**src/rtl/wb_pkg.sv**
```systemverilog
// Shared definitions for the writeback commit slice: exception codes, flag
// bit positions, commit FSM states and CSR number width.
package wb_pkg;

  localparam int CSR_NUM_W = 14;
  localparam int EXV_W_DEF = 5;

  localparam int EXV_ADEF = 0;
  localparam int EXV_INE  = 1;
  localparam int EXV_SYS  = 2;
  localparam int EXV_BRK  = 3;
  localparam int EXV_ALE  = 4;

  localparam logic [5:0] ECODE_NONE = 6'h00;
  localparam logic [5:0] ECODE_INT  = 6'h00;
  localparam logic [5:0] ECODE_ADEF = 6'h08;
  localparam logic [5:0] ECODE_INE  = 6'h0D;
  localparam logic [5:0] ECODE_SYS  = 6'h0B;
  localparam logic [5:0] ECODE_BRK  = 6'h0C;
  localparam logic [5:0] ECODE_ALE  = 6'h09;
  localparam logic [8:0] ESUB_NONE  = 9'h000;

  typedef enum logic {
    RUN  = 1'b0,
    KILL = 1'b1
  } wb_state_e;

endpackage

```
**src/rtl/wb_exc_prio_enc.sv**
```systemverilog
// Combinational priority encoder: interrupt, then ADEF, INE, SYS, BRK, ALE.
module wb_exc_prio_enc
  import wb_pkg::*;
#(
  parameter int EXV_W = EXV_W_DEF
) (
  input  logic             i_has_int,
  input  logic [EXV_W-1:0] i_exv,
  output logic             o_ex,
  output logic [5:0]       o_ecode,
  output logic [8:0]       o_esubcode,
  output logic             o_is_addr_err
);

  always_comb begin
    o_ex          = i_has_int | (|i_exv);
    o_ecode       = ECODE_NONE;
    o_esubcode    = ESUB_NONE;
    o_is_addr_err = 1'b0;
    if (i_has_int) begin
      o_ecode = ECODE_INT;
    end else if (i_exv[EXV_ADEF]) begin
      o_ecode       = ECODE_ADEF;
      o_is_addr_err = 1'b1;
    end else if (i_exv[EXV_INE]) begin
      o_ecode = ECODE_INE;
    end else if (i_exv[EXV_SYS]) begin
      o_ecode = ECODE_SYS;
    end else if (i_exv[EXV_BRK]) begin
      o_ecode = ECODE_BRK;
    end else if (i_exv[EXV_ALE]) begin
      o_ecode       = ECODE_ALE;
      o_is_addr_err = 1'b1;
    end else begin
      o_ecode = ECODE_NONE;
    end
  end

endmodule

```
**src/rtl/wb_exc_commit.sv**
```systemverilog
// Writeback commit unit: latches MEM results, resolves exceptions/ERTN and
// redirects the front end. Optional trace ports under WB_DEBUG_TRACE_EN.
module wb_exc_commit
  import wb_pkg::*;
#(
  parameter int KILL_CYCLES = 1,
  parameter int EXV_W       = EXV_W_DEF
) (
  input  logic                 clk,
  input  logic                 reset,
  input  logic                 ms_valid,
  output logic                 ws_allowin,
  input  logic [31:0]          ms_pc,
  input  logic [31:0]          ms_vaddr,
  input  logic [EXV_W-1:0]     ms_exv,
  input  logic                 ms_is_ertn,
  input  logic                 ms_csr_we,
  input  logic [CSR_NUM_W-1:0] ms_csr_num,
  input  logic [31:0]          ms_csr_wmask,
  input  logic [31:0]          ms_csr_wvalue,
  input  logic                 ms_rf_we,
  input  logic [4:0]           ms_rf_waddr,
  input  logic [31:0]          ms_rf_wdata,
  input  logic                 has_int,
  input  logic [31:0]          csr_eentry,
  input  logic [31:0]          csr_era,
  output logic                 wb_ex,
  output logic [5:0]           wb_ecode,
  output logic [8:0]           wb_esubcode,
  output logic [31:0]          wb_pc,
  output logic [31:0]          wb_vaddr,
  output logic                 ertn_flush,
  output logic                 csr_we,
  output logic [CSR_NUM_W-1:0] csr_num,
  output logic [31:0]          csr_wmask,
  output logic [31:0]          csr_wvalue,
  output logic                 rf_we,
  output logic [4:0]           rf_waddr,
  output logic [31:0]          rf_wdata,
  output logic                 flush_valid,
  output logic [31:0]          flush_target
`ifdef WB_DEBUG_TRACE_EN
  ,
  output logic [31:0]          debug_wb_pc,
  output logic [3:0]           debug_wb_rf_we,
  output logic [4:0]           debug_wb_rf_wnum,
  output logic [31:0]          debug_wb_rf_wdata
`endif
);

  localparam int CNT_W     = (KILL_CYCLES > 1) ? $clog2(KILL_CYCLES) : 1;
  localparam int KILL_INIT = (KILL_CYCLES > 0) ? KILL_CYCLES - 1 : 0;

  logic                 r_valid;
  logic [31:0]          r_pc, r_vaddr, r_csr_wmask, r_csr_wvalue, r_rf_wdata;
  logic [EXV_W-1:0]     r_exv;
  logic                 r_is_ertn, r_csr_we, r_rf_we;
  logic [CSR_NUM_W-1:0] r_csr_num;
  logic [4:0]           r_rf_waddr;
  wb_state_e            r_state, w_state_nxt;
  logic [CNT_W-1:0]     r_kill_cnt, w_kill_cnt_nxt;

  logic       w_capture, w_ex, w_is_addr_err, w_ertn;
  logic [5:0] w_ecode;
  logic [8:0] w_esubcode;

  assign w_capture = ms_valid & ws_allowin & ~flush_valid;

  // WB pipeline register; a flush cycle drops whatever MEM is offering
  always_ff @(posedge clk) begin
    if (reset) begin
      r_valid <= 1'b0;
    end else begin
      r_valid <= w_capture;
    end
    if (w_capture) begin
      r_pc         <= ms_pc;
      r_vaddr      <= ms_vaddr;
      r_exv        <= ms_exv;
      r_is_ertn    <= ms_is_ertn;
      r_csr_we     <= ms_csr_we;
      r_csr_num    <= ms_csr_num;
      r_csr_wmask  <= ms_csr_wmask;
      r_csr_wvalue <= ms_csr_wvalue;
      r_rf_we      <= ms_rf_we;
      r_rf_waddr   <= ms_rf_waddr;
      r_rf_wdata   <= ms_rf_wdata;
    end
  end

  wb_exc_prio_enc #(.EXV_W(EXV_W)) u_prio (
    .i_has_int     (has_int & r_valid),
    .i_exv         (r_exv & {EXV_W{r_valid}}),
    .o_ex          (w_ex),
    .o_ecode       (w_ecode),
    .o_esubcode    (w_esubcode),
    .o_is_addr_err (w_is_addr_err)
  );

  // Kill-window FSM state register
  always_ff @(posedge clk) begin
    if (reset) begin
      r_state    <= RUN;
      r_kill_cnt <= '0;
    end else begin
      r_state    <= w_state_nxt;
      r_kill_cnt <= w_kill_cnt_nxt;
    end
  end

  // Kill-window next-state logic
  always_comb begin
    w_state_nxt    = r_state;
    w_kill_cnt_nxt = r_kill_cnt;
    case (r_state)
      RUN: begin
        if (flush_valid && (KILL_CYCLES > 0)) begin
          w_state_nxt    = KILL;
          w_kill_cnt_nxt = CNT_W'(KILL_INIT);
        end else begin
          w_state_nxt = RUN;
        end
      end
      KILL: begin
        if (r_kill_cnt == '0) begin
          w_state_nxt = RUN;
        end else begin
          w_kill_cnt_nxt = r_kill_cnt - CNT_W'(1);
        end
      end
      default: begin
        w_state_nxt    = RUN;
        w_kill_cnt_nxt = '0;
      end
    endcase
  end

  // Kill-window outputs
  always_comb begin
    ws_allowin = 1'b0;
    case (r_state)
      RUN:     ws_allowin = 1'b1;
      KILL:    ws_allowin = 1'b0;
      default: ws_allowin = 1'b0;
    endcase
  end

  assign w_ertn = r_valid & r_is_ertn & ~w_ex;

  // Commit outputs; everything is held at zero while WB is empty
  always_comb begin
    wb_ex        = w_ex;
    wb_ecode     = w_ecode;
    wb_esubcode  = w_esubcode;
    wb_pc        = r_valid ? r_pc : 32'h0;
    wb_vaddr     = 32'h0;
    ertn_flush   = w_ertn;
    csr_we       = r_valid & r_csr_we & ~w_ex;
    csr_num      = r_valid ? r_csr_num : {CSR_NUM_W{1'b0}};
    csr_wmask    = r_valid ? r_csr_wmask : 32'h0;
    csr_wvalue   = r_valid ? r_csr_wvalue : 32'h0;
    rf_we        = r_valid & r_rf_we & ~w_ex;
    rf_waddr     = r_valid ? r_rf_waddr : 5'h0;
    rf_wdata     = r_valid ? r_rf_wdata : 32'h0;
    flush_valid  = w_ex | w_ertn;
    flush_target = 32'h0;
    if (w_is_addr_err) begin
      wb_vaddr = (w_ecode == ECODE_ADEF) ? r_pc : r_vaddr;
    end else begin
      wb_vaddr = 32'h0;
    end
    if (r_valid) begin
      flush_target = w_ex ? csr_eentry : csr_era;
    end else begin
      flush_target = 32'h0;
    end
  end

`ifdef WB_DEBUG_TRACE_EN
  assign debug_wb_pc       = r_valid ? r_pc : 32'h0;
  assign debug_wb_rf_we    = {4{rf_we}};
  assign debug_wb_rf_wnum  = rf_waddr;
  assign debug_wb_rf_wdata = rf_wdata;
`endif

endmodule

```
**config.mk**
```make
export PLATFORM = sky130hd
export DESIGN_NAME = wb_exc_commit
export DESIGN_NICKNAME = d
export VERILOG_FILES = /design/src/rtl/wb_pkg.sv /design/src/rtl/wb_exc_prio_enc.sv /design/src/rtl/wb_exc_commit.sv
export SDC_FILE = /design/constraint.sdc
export NUM_CORES = 1
export LEC_CHECK = 0
export ABC_AREA = 1
export BUFFER_PORTS_ARGS = -buffer_cell sky130_fd_sc_hd__buf_4
export CAP_MARGIN = 5
export CORE_AREA = 2 2 187 189
export CTS_CLUSTER_DIAMETER = 150
export DETAILED_ROUTE_END_ITERATION = 6
export DIE_AREA = 0 0 189 191
export GPL_TIMING_DRIVEN = 0
export PLACE_DENSITY = 0.53
export RECOVER_POWER = 50
export SLEW_MARGIN = 20
export SYNTH_ARGS = -nofsm -noshare
export SYNTH_HDL_FRONTEND = slang
export SYNTH_HIERARCHICAL = 1
export SYNTH_SLANG_ARGS = --single-unit
```
**constraint.sdc**
```tcl
create_clock -name clk -period 15.1 [get_ports clk]
set_clock_uncertainty 0.05 [all_clocks]
set_input_delay 2.265 -clock clk [delete_from_list [all_inputs] [get_ports clk]]
set_output_delay 2.265 -clock clk [all_outputs]
set_load 0.05 [all_outputs]
```
==> run metrics, run 1 <==
status=complete, no violations; Adder-Cell Fraction of Synth Area=0%; GRT Util Overall=15.4%; register bit total from synthesis=roughly 190; mux cell area share after synthesis=0%; Fin. Hold Viols=0; Total Nets Final=1608; CP startpoint kind=primary input; initial core utilization=between 20 and 25%; fillcell total=3538; Post-synth EDFFs=~190; Hold-fix buffers, CTS=0; power per standard cell area=148 mW/mm^2; DP HPWL=roughly 23000 um; vias=7150; Iteration-0 DRC Markers=around 230; HP Start=r_state; Worst EP arrival=approximately 4200 ps; Die Y=roughly 190 um; IO Pins=about 490; Most used DFF post-synth=edfxtp_1; final core occ=between 30% and 40%; die area=approximately 0.036 mm^2; CP Max Fanout=10; sequential fraction of the synthesis area=about two thirds; Worst Setup SP=has_int; top post-synthesis cells by count=225 x nand2_1, 194 x inv_1, 187 x edfxtp_1; clock sinks=approximately 190; antenna cell count=0; clk_lat worst skew=440 ps; count leader, synth=nand2_1; slew margin rel.=4.73%; # setup viols final=0; routed wire length=about 28000 um; gr ovfl total=0; ys async rst share=0%; # H-tree levels=4; Post-Syn Instances=between 800 and 900; first-pass GRT wire length=41300 um; min-delay worst type=reg -> reg; TritonCTS Buffers=17; Clk pin slew, worst setup/hold paths=70 ps; routability cong.=about 0.79; Cell Area, Synth=around 0.0083 mm^2; CTS-repair resized insts=0; Cell Count, Final, Fillers Out=around 1800; core box area=0.0341 mm^2; total setup buffers inserted after CTS=0; IO buf count=475; worst slew pin tran=between 1000 and 1500 ps; simple-gate share of the synthesized area=17.3%; antenna violation net count after detailed routing=0; Vias/cell=about 4; Max Cap Viol=0; Area Growth Syn to Fin=58.7%; Pins Over Slew Limit=0; Max IR drop VDD=a little over 80 uV; RSZ-0062 raised after global routing=no; Clock Tree Buf Depth=2; XOR/XNOR Fraction of Synth Area=0%; DRC=0; Netlist cell types=19; Yosys top cell area share=67.6%; vias in the first global route=around 7000; Static Leak=between 7 and 8 nW; # rows=around 70; WP data required=roughly 13000 ps; top area cells in the synthesized netlist=edfxtp_1 68%, nand2_1 10%, inv_1 8.8%; share of post-route cells with drive strength above 1=39.5%; leading area contributor after synthesis=edfxtp_1; initial antenna violation count=4; Compound-Gate Fraction of Synth Area=around 2.1%; critical path type=in -> out; number of iterations in the first detailed-routing pass=4; largest net degree at the start of global routing=26; CTS tree=yes; minimum clock period=~6500 ps; placed insts=approximately 1800; Max Fclk=about 150 MHz; Critical Path End Type=output pin; Die W=189 um; R2R Path Start=r_valid; main combinational cell family by area after synthesis=simple AND/OR/NAND/NOR gates; Routed WL per cell=15.6 um; Ys Warns=6; clk root buf=clkbuf_16; Tcrit/Tclk final=a little over two fifths; Synth Area per Inst=between 9 and 10 um^2
[flip-flops by register name, indices dropped and copies added (netlist names), 5 cells and up]
| name | count |
|---|---|
| r_csr_wmask | 32 |
| r_csr_wvalue | 32 |
| r_pc | 32 |
| r_rf_wdata | 32 |
| r_vaddr | 32 |
| r_csr_num | 14 |
| r_exv | 5 |
| r_rf_waddr | 5 |
[cell usage in the layout, fill, tap and decap left out, types with 4 or more instances in the layout]
| cell | instances |
|---|---|
| clkinv_1 | 4 |
| o21ai_0 | 32 |
| clkbuf_1 | 29 |
| conb_1 | 11 |
| inv_1 | 194 |
| nor2_2 | 4 |
| nor2_1 | 136 |
| edfxtp_1 | 187 |
| bufinv_16 | 4 |
| nand2_1 | 225 |
| clkbuf_16 | 17 |
| buf_2 | 11 |
| clkbuf_4 | 186 |
| buf_4 | 299 |
[worst max-delay path, stage by stage]
cell	delay, ps
clkbuf_4	100
nand2_1	40
inv_1	110
inv_1	70
nand4_1	160
clkbuf_1	370
clkinv_1	340
buf_2	270
nor2_1	180
nor2_1	80
buf_4	190
[kinds of logic (layout without fill, tap and decap cells)]
| logic type | count (synthesis) | count (layout) |
|---|---|---|
| buffers and inverters | 243 | 759 |
| other | 1 | 11 |
| flip-flops | 189 | 189 |
| AO/OA/AOI/OAI | 34 | 34 |
| AND/OR/NAND/NOR | 373 | 373 |
[stage by stage]
step                      cell area [um^2]  TNS (ps)  power [W]  setup WS, ps  hold slack (ps)
after detailed placement             12700         0    0.00151          8700              473
after global routing                 13200         0    0.00205          8110              505
after floorplan                       8340         0    0.00124          3040              394
after CTS                            13300         0    0.00200          8700              485
after global placement               12500   -173420    0.00153          -947              415
final                                13200         0    0.00195          8600              480
[path summary, 6_finish.rpt]
check                     end  depth (start not counted)  slack [ps]
min                   r_valid                          1         480
min reg2reg           r_valid                          1         480
max reg2reg      r_csr_num[0]                         15        9400
max          flush_target[30]                         11        8600
[final cells by class]
type / instances / area (um^2) / share of cell area [%]
Tap cell: 455 / 569 / 4.32
Multi-Input combinational cell: 418 / 1660 / 12.6
Timing Repair Buffer: 484 / 3650 / 27.7
Inverter: 195 / 732 / 5.56
Clock buffer: 17 / 425 / 3.23
Clock inverter: 15 / 194 / 1.47
Sequential cell: 189 / 5660 / 42.9
Buffer: 48 / 295 / 2.24
[routing by layer]
metal | GRT usage, % | share of wire (%) | up-vias
met5 | 0 | 0.13 | -
met1 | 15.2 | 35 | 3231
li1 | - | - | 3545
met2 | 29.0 | 53 | 327
met3 | 6.41 | 10 | 41
met4 | 4.99 | 2.2 | 6
[power breakdown]
| part | leakage [nW] | switching [W] | total (W) | internal, W |
|---|---|---|---|---|
| Clock | 0.298 | 0.000204 | 0.000481 | 0.000277 |
| Sequential | 1.78 | 0.0000288 | 0.000738 | 0.000709 |
| Combinational | 5.00 | 0.000523 | 0.000727 | 0.000204 |
| Total | 7.07 | 0.000756 | 0.00195 | 0.00119 |
No activity file was read; power rests on OpenSTA's default activity.
==> inputs of run 2 (changes only) <==
ABC_AREA = 0   (was 1)
CORE_AREA = 2 2 191 193   (was 2 2 187 189)
DIE_AREA = 0 0 193 195   (was 0 0 189 191)
PLACE_DENSITY = 0.51   (was 0.53)
clock period = 6.2 ns   (was 15.1 ns; I/O delays follow)
==> run metrics, run 2 <==
status=complete, but fails checks; failing checks=max-capacitance violations, max-slew violations; main combinational cell family by area after synthesis=simple AND/OR/NAND/NOR gates; Max Fclk=approximately 190 MHz; antenna violation net count after detailed routing=0; Iteration-0 DRC Markers=between 200 and 250; most frequent CP cell=buf_6; Reg power frac=approximately two fifths; gr ovfl total=0; slew margin rel.=-45.7%; net switching power of the design=0.00176 W; top area cells in the synthesized netlist=edfxtp_1 69%, and2_1 12%, mux2i_1 7.9%; count leader, synth=edfxtp_1; most frequent cells in the layout=246 x buf_4, 187 x edfxtp_1, 185 x clkbuf_4; placed insts=1531; Cell Area, Synth=slightly above 0.008 mm^2; power per standard cell area=~360 mW/mm^2; total setup buffers inserted after CTS=0; design area=0.0129 mm^2; CP startpoint kind=flip-flop; mux cell area share after synthesis=under 10%; Cell Count, Final, Fillers Out=roughly 1600; initial core utilization=between 20% and 30%; Max IR drop VDD=205 uV; number of iterations in the first detailed-routing pass=6; first-pass GRT wire length=approximately 40000 um; largest net degree at the start of global routing=17; simple-gate share of the synthesized area=18.8%; smallest hold slack=403 ps; fillcell total=roughly 3600; CTS-repair resized insts=0; DRC=0; critical path type=reg -> reg; sequential fraction of the synthesis area=69.8%; Die W=between 150 and 200 um; ys async rst share=0%; DP HPWL=about 22000 um; vias=about 6200; placed cell areas=between 0.01 and 0.015 mm^2; worst slew pin tran=2180 ps; GRT Util Overall=between 10% and 20%; routed wire length=between 20000 and 30000 um; top post-synthesis cells by count=187 x edfxtp_1, 156 x and2_1, 65 x nand2_1; CP Max Fanout=16; IO buf count=~480; Most used DFF post-synth=edfxtp_1; worst-path cell chain=clkbuf_8 > clkbuf_1 > and2_0 > nor4_4 > nand2_1 > clkbuf_8 > a21o_2 > nor3b_1 > buf_8 > buf_6 > buf_6 > buf_6 > buf_6; clk root buf=clkbuf_16; register bit total from synthesis=approximately 190; core box area=~0.035 mm^2; antenna cell count=0; RSZ-0062 raised after global routing=no; Static Leak=around 5.3 nW; clk_lat worst skew=around 440 ps; Tcrit/Tclk final=84.4%; # setup viols final=0; Netlist cell types=24; # H-tree levels=4; Critical Path End Type=flip-flop; worst slack at placement=around 1500 ps; Ys Warns=6; share of post-route cells with drive strength above 1=44.4%; final core occ=36.4%; minimum clock period=roughly 5200 ps; register area=0.00566 mm^2; Area Growth Syn to Fin=59.2%; vias in the first global route=between 6000 and 7000; min-delay worst type=reg -> reg; CTS tree=yes; clock share of power=~24%; Routed WL per cell=roughly 18 um; Fin. Hold Viols=0; Worst EP arrival=around 5300 ps; clock sinks=189; commonest non-fill, non-tap cell in the layout=buf_4; Yosys top cell area share=slightly below 70%; Clk pin slew, worst setup/hold paths=70 ps; # rows=69; slowest stage delay, CP=about 1700 ps; footprint of the multi-input gates=roughly 0.0023 mm^2; combinational share of power=37.2%; Post-synth EDFFs=around 190; WP buf/inv=8; TritonCTS Buffers=17; Vias/cell=between 3 and 4; Int Power=roughly 0.0029 W; initial antenna violation count=2; WP data required=approximately 6300 ps; IO Pins=about 490; CP max stage cell=nor3b_1; Post-Syn Instances=571; fin worst setup slack=approximately 970 ps; Largest delay share family, worst path=simple AND/OR/NAND/NOR gates; Die Y=slightly below 200 um; Total Nets Final=approximately 1300; die area=0.0376 mm^2; Clock Tree Buf Depth=2; XOR/XNOR Fraction of Synth Area=0%; Max Cap Viol=1; Adder-Cell Fraction of Synth Area=0%; routability cong.=between 0.7 and 0.8; leading area contributor after synthesis=edfxtp_1; Compound-Gate Fraction of Synth Area=less than 1%; Hold-fix buffers, CTS=0; Pins Over Slew Limit=13; Switching Fraction=37.8%; Synth Area per Inst=roughly 14 um^2
[run 2: metrics by stage]
| stage | TNS (ps) | total power [W] |
|---|---|---|
| after floorplan | -166160 | 0.00298 |
| after global placement | -657770 | 0.00362 |
| after detailed placement | 0 | 0.00364 |
| after CTS | 0 | 0.00479 |
| after global routing | 0 | 0.00488 |
| final | 0 | 0.00466 |
[run 2: cell type report]
type	instances	share of cell area, %
clock buffer	18	3.33
inverter	2	0.0582
sequential	189	43.9
tap	461	4.47
clock inverter	14	1.31
multi-input combinational	345	17.5
timing repair buffer	489	27.4
buffer	45	1.99
[run 2: worst reg2reg max path: cells and delay by family, from the launching register on]
kind / cells / cell delay, ps
buf+inv: 8 / 1780
simple gates: 4 / 2440
compound gates: 1 / 210
flops: 1 / 430
[run 2: cells by family (layout without fill, tap and decap cells)]
logic type             after synthesis  count (layout)
muxes                               64              64
DFF                                189             189
and+or+nand+nor                    265             265
buffers and inverters               47             568
other                                1              11
AOI/OAI and AO/OA                    5               5
[run 2: per-layer routing]
metal / GRT usage (%) / vias up / wire length (um)
li1: - / 2980 / -
met1: 14.2 / 2932 / 9610
met2: 27.0 / 305 / 14700
met3: 6.16 / 23 / 2960
met4: 4.57 / 2 / 439
met5: 0 / - / 13
[run 2: worst paths after layout]
path	startpoint	to	slack, ps	cells after the start
worst min register to register	r_state	r_state	400	1
worst max-delay path	r_valid	r_csr_num[9]	970	13
worst max register to register	r_valid	r_csr_num[9]	970	13
worst min-delay path	r_state	r_state	400	1
[run 2: power by group through the flow]
stage / Sequential (W) / Combinational [W] / Clock (W)
final: 0.00179 / 0.00173 / 0.00114
after CTS: 0.00179 / 0.00182 / 0.00118
after global placement: 0.00189 / 0.00173 / 0
after floorplan: 0.00184 / 0.00114 / 0
after detailed placement: 0.00182 / 0.00182 / 0
after global routing: 0.00181 / 0.00184 / 0.00122
